===== config.mk =====
export PLATFORM = sky130hd
export DESIGN_NAME = alu_bit_slice
export DESIGN_NICKNAME = d
export VERILOG_FILES = /design/src/rtl/alu_bit_slice.sv
export SDC_FILE = /design/constraint.sdc
export NUM_CORES = 1
export LEC_CHECK = 0
export CORE_MARGIN = 2
export CORE_UTILIZATION = 54
export CTS_BUF_LIST = sky130_fd_sc_hd__clkbuf_8
export DETAILED_ROUTE_END_ITERATION = 7
export PLACE_DENSITY = 0.85
export SETUP_SLACK_MARGIN = 0.15
export SLEW_MARGIN = 30
export SYNTH_ARGS = -nofsm -noshare
export SYNTH_HDL_FRONTEND = slang
export SYNTH_SLANG_ARGS = --single-unit

===== constraint.sdc =====
create_clock -name clk -period 46.9 [get_ports clk]
set_input_delay 11.725 -clock clk [delete_from_list [all_inputs] [get_ports clk]]
set_output_delay 11.725 -clock clk [all_outputs]
set_load 0.02 [all_outputs]

===== src/rtl/alu_bit_slice.sv =====
// alu_bit_slice: WIDTH-bit ripple-carry ALU built from 1-bit slices, with result and flags registered (1-cycle latency).
module alu_bit_slice #(
  parameter int WIDTH = 64
) (
  input  logic             clk,
  input  logic             reset,
  input  logic [WIDTH-1:0] A,
  input  logic [WIDTH-1:0] B,
  input  logic [2:0]       cntrl,
  output logic [WIDTH-1:0] result,
  output logic             negative,
  output logic             zero,
  output logic             overflow,
  output logic             carry_out
);
  logic [WIDTH-1:0] sum;
  logic [WIDTH-1:0] res_c;
  logic             cy;
  logic             cin_msb;
  logic             real_b;
  // The carry ripples through a loop variable so the chain stays in one block.
  always_comb begin
    sum     = '0;
    cy      = cntrl[0];
    cin_msb = 1'b0;
    real_b  = 1'b0;
    for (int k = 0; k < WIDTH; k++) begin
      real_b  = cntrl[0] ? ~B[k] : B[k];
      cin_msb = cy;
      sum[k]  = A[k] ^ real_b ^ cy;
      cy      = (A[k] & real_b) | (cy & (A[k] ^ real_b));
    end
  end
  // Logic ops use the unmodified B, never the muxed adder input.
  always_comb begin
    res_c = cntrl[2] ? (cntrl[1] ? (cntrl[0] ? '0 : A ^ B) : (cntrl[0] ? A | B : A & B))
                     : (cntrl[1] ? sum : (cntrl[0] ? '0 : B));
  end
  always_ff @(posedge clk) begin
    if (reset) begin
      result    <= '0;
      negative  <= 1'b0;
      zero      <= 1'b0;
      overflow  <= 1'b0;
      carry_out <= 1'b0;
    end else begin
      result    <= res_c;
      negative  <= res_c[WIDTH-1];
      zero      <= (res_c == '0);
      overflow  <= cin_msb ^ cy;
      carry_out <= cy;
    end
  end
endmodule


==> metrics.md <==
| Metric | Value |
|---|---|
| Status | completed |
| Worst hold slack after final layout | approximately 12,000 ps |
| Headroom to the max-slew limit | 0.3814 |
| TritonCTS clock tree | yes |
| CP most frequent cell | sky130_fd_sc_hd__fa_1 |
| Cell with the most instances after synthesis | sky130_fd_sc_hd__ha_1 |
| Critical Path Max Stage Delay | between 500 and 600 ps |
| Placed insts | 1,386 |
| Number of standard cells in the layout, taps in and fillers out | between 1,000 and 1,500 |
| Start-to-end type of the worst setup path | in -> reg |
| Antenna violations before repair | 0 |
| Largest area contributor in the synthesized netlist | sky130_fd_sc_hd__ha_1 |
| Fraction of registers with async set/reset | 0 |
| Final critical-path share of the clock period | 0.8794 |
| Final Hold Viols | 0 |
| Combined area of all synthesized cells | 9031 µm² |
| Via total after detailed routing | 7,841 |
| Max Clk Rate | about 24 MHz |
| Leakage Power | 5.589 nW |
| Overall die width | 133.3 µm |
| Post-synthesis area per instance | approximately 9 µm² |
| Startpoint of the most critical setup path | cntrl[0] |
| Total of hold buffers inserted after clock tree synthesis | 0 |
| Clock sinks | 67 |
| Pwr per Cell Area | 21.86 nW/µm² |
| Number of warnings issued by yosys | 0 |
| Root buf cell | sky130_fd_sc_hd__clkbuf_8 |
| Via count of the first global-routing pass | around 7,900 |
| Top cell type's share of synthesized area | 0.2660 |
| Final global-route overflow total | 0 |
| End point of the critical path | zero$_SDFF_PP0_ |
| Type of element launching the critical path | input pin |
| Slew at the pin closest to its max-slew limit | 927.9 ps |
| Global-route total usage across every layer | 0.2856 |
| # setup viols final | 0 |
| Dominant register cell in the synthesized netlist | sky130_fd_sc_hd__dfxtp_1 |
| Post-CTS clock slew at the launch and capture registers of the worst setup and hold paths | approximately 80 ps |
| Capturing element type of the critical path | flip-flop |
| Largest net degree at the start of global routing | 79 |
| Final weighted congestion in routability-driven placement | between 0.8 and 0.9 |
| Flops & latches, synth | 67 |
| CORE AREA | 16,470 µm² |
| Most frequent cells after synthesis | sky130_fd_sc_hd__ha_1, sky130_fd_sc_hd__inv_1, sky130_fd_sc_hd__nor2_1 |
| Wire length per cell after detailed routing | 17.90 µm |
| Post-layout min period | about 41,000 ps |
| Netlist cell types | 39 |
| Worst hold path type | in -> reg |
| Worst slack at placement | 5282 ps |
| Area of the die | approximately 18,000 µm² |
| Mapped Cells | 1,014 |
| Highest-delay cell along the critical path | sky130_fd_sc_hd__or4_1 |
| H-tree depth | 3 |
| HPWL after DPL | 18,690 µm |
| Layout cell share with drive strength beyond 1 | 0.02876 |
| Final setup TNS | 0 ps |
| Initial standard-cell utilization of the core | 0.5485 |
| Net count of the mapped netlist | approximately 1,400 |
| Biggest area contributors in the synthesized netlist | sky130_fd_sc_hd__ha_1, sky130_fd_sc_hd__dfxtp_1, sky130_fd_sc_hd__fa_1, sky130_fd_sc_hd__mux2i_1, sky130_fd_sc_hd__inv_1 |
| Residual DRC | 0 |
| CP max FO | 30 |
| Number of resized instances in the post-cts repair step | 0 |
| Ant diodes | 0 |
| PnR worst setup slack | 5656 ps |
| Number of buffers added on ports | 200 |
| IO Count | around 200 |
| Number of inserted filler cells in the final layout | around 1,300 |
| EDFF count, synth | 0 |
| Num CTS Buffers | 9 |
| Fin util | 0.6854 |
| Post-layout nets | 1,565 |
| Data arrival time of the worst path | 41,550 ps |
| Row count | 47 |
| Post-synthesis sequential area ratio | 0.1485 |
| First-iteration detailed-routing DRC count | approximately 610 |
| Worst IR Drop VDD | 14.82 µV |
| RSZ-0062 raised after global routing | no |
| Total wire length | 25,090 µm |
| Pins Over Slew Limit | 0 |
| Req. time, crit path | 47,200 ps |
| Via density per instance | 5.593 |
| Drt pass-1 iters | 5 |
| Number of post-CTS setup repair buffers | 0 |
| Remaining antenna violation count after routing | 0 |
| Die height | roughly 130 µm |
| Syn-to-layout area delta | 24.97% |
| Number of violations of the max-capacitance limit | 0 |
| Global-route wire length before repair | 40,010 µm |
| Buffers from clock root to sink, at most | 2 |
-- worst min-delay path by stage --
stage | cells after the start | from | end
floorplan | 4 | reset | zero$_SDFF_PP0_
global route | 4 | cntrl[2] | result[35]$_SDFF_PP0_
detailed placement | 4 | cntrl[2] | result[35]$_SDFF_PP0_
CTS | 4 | cntrl[2] | result[35]$_SDFF_PP0_
finish | 4 | cntrl[2] | result[35]$_SDFF_PP0_
global placement | 4 | cntrl[2] | result[35]$_SDFF_PP0_
-- area by class of cell --
type / count / area (µm²) / area share
Timing Repair Buffer: 209 / 2056 / 0.1822
Multi-Input combinational cell: 728 / 6740 / 0.5972
Clock inverter: 7 / 141.4 / 0.01253
Sequential cell: 67 / 1341 / 0.1188
Clock buffer: 9 / 123.9 / 0.01098
Tap cell: 220 / 275.3 / 0.02439
Inverter: 162 / 608.1 / 0.05388
-- layer usage --
metal,GRT usage,share of wire,vias up
li1,-,-,3737
met1,0.3597,0.42,3705
met2,0.4880,0.48,349
met3,0.06050,0.078,50
met4,0.09515,0.024,0
met5,0,0,-
-- sequential cells by signal, summed over array words and instances (netlist names) --
signal     count
result        64
carry_out      1
overflow       1
zero           1
-- through the flow --
| stage | total power, mW | cell area, µm² |
|---|---|---|
| 5_1_grt | 0.2634 | 11290 |
| 6_report | 0.2467 | 11290 |
| 2_1_floorplan | 0.1351 | 9031 |
| 3_5_place_dp | 0.1792 | 11020 |
| 4_1_cts | 0.2476 | 11290 |
| 3_3_place_gp | 0.1749 | 11020 |
-- layout by cell type, fill, tap and decap left out, types with 2 or more instances in the layout --
cell	Yosys	layout
sky130_fd_sc_hd__a21oi_1	6	6
sky130_fd_sc_hd__a22oi_1	25	25
sky130_fd_sc_hd__and2_0	3	3
sky130_fd_sc_hd__and2_1	36	36
sky130_fd_sc_hd__and4_1	3	3
sky130_fd_sc_hd__buf_2	17	3
sky130_fd_sc_hd__buf_4	17	9
sky130_fd_sc_hd__bufinv_16	0	4
sky130_fd_sc_hd__clkbuf_8	0	9
sky130_fd_sc_hd__clkdlybuf4s50_1	0	196
sky130_fd_sc_hd__clkinv_4	0	2
sky130_fd_sc_hd__dfxtp_1	67	67
sky130_fd_sc_hd__fa_1	63	63
sky130_fd_sc_hd__ha_1	192	192
sky130_fd_sc_hd__inv_1	162	162
sky130_fd_sc_hd__mux2_2	2	2
sky130_fd_sc_hd__mux2i_1	84	84
sky130_fd_sc_hd__nand2_1	43	43
sky130_fd_sc_hd__nand2b_1	15	14
sky130_fd_sc_hd__nand4_1	6	6
sky130_fd_sc_hd__nor2_1	104	104
sky130_fd_sc_hd__nor2b_1	4	4
sky130_fd_sc_hd__nor3_1	8	8
sky130_fd_sc_hd__o211ai_1	3	3
sky130_fd_sc_hd__o21a_1	2	2
sky130_fd_sc_hd__o21ai_0	53	53
sky130_fd_sc_hd__o221ai_1	58	58
sky130_fd_sc_hd__o22ai_1	2	2
sky130_fd_sc_hd__or2b_1	2	2
sky130_fd_sc_hd__or4_1	4	4
-- kinds of logic after synthesis --
logic type	synth area share
mux	0.09684
xor+xnor	0.003602
simple gates	0.1205
compound gates	0.1194
buf+inv	0.1054
fa+ha+maj	0.4057
flops	0.1485
-- worst max-delay path, delay by kind of cell --
family | cells | cell delay, ps
buf+inv | 5 | 770
compound gates | 2 | 400
fa+ha+maj | 64 | 27640
simple gates | 4 | 960
-- report_power, final --
part / internal [mW] / leakage (nW) / switching [mW] / total, mW
combinational: 0.0531 / 4.90 / 0.0618 / 0.115
sequential: 0.0624 / 0.557 / 0.00169 / 0.0641
clock: 0.0407 / 0.135 / 0.0270 / 0.0677
total: 0.156 / 5.59 / 0.0905 / 0.247
No activity file was read; power rests on OpenSTA's default activity.
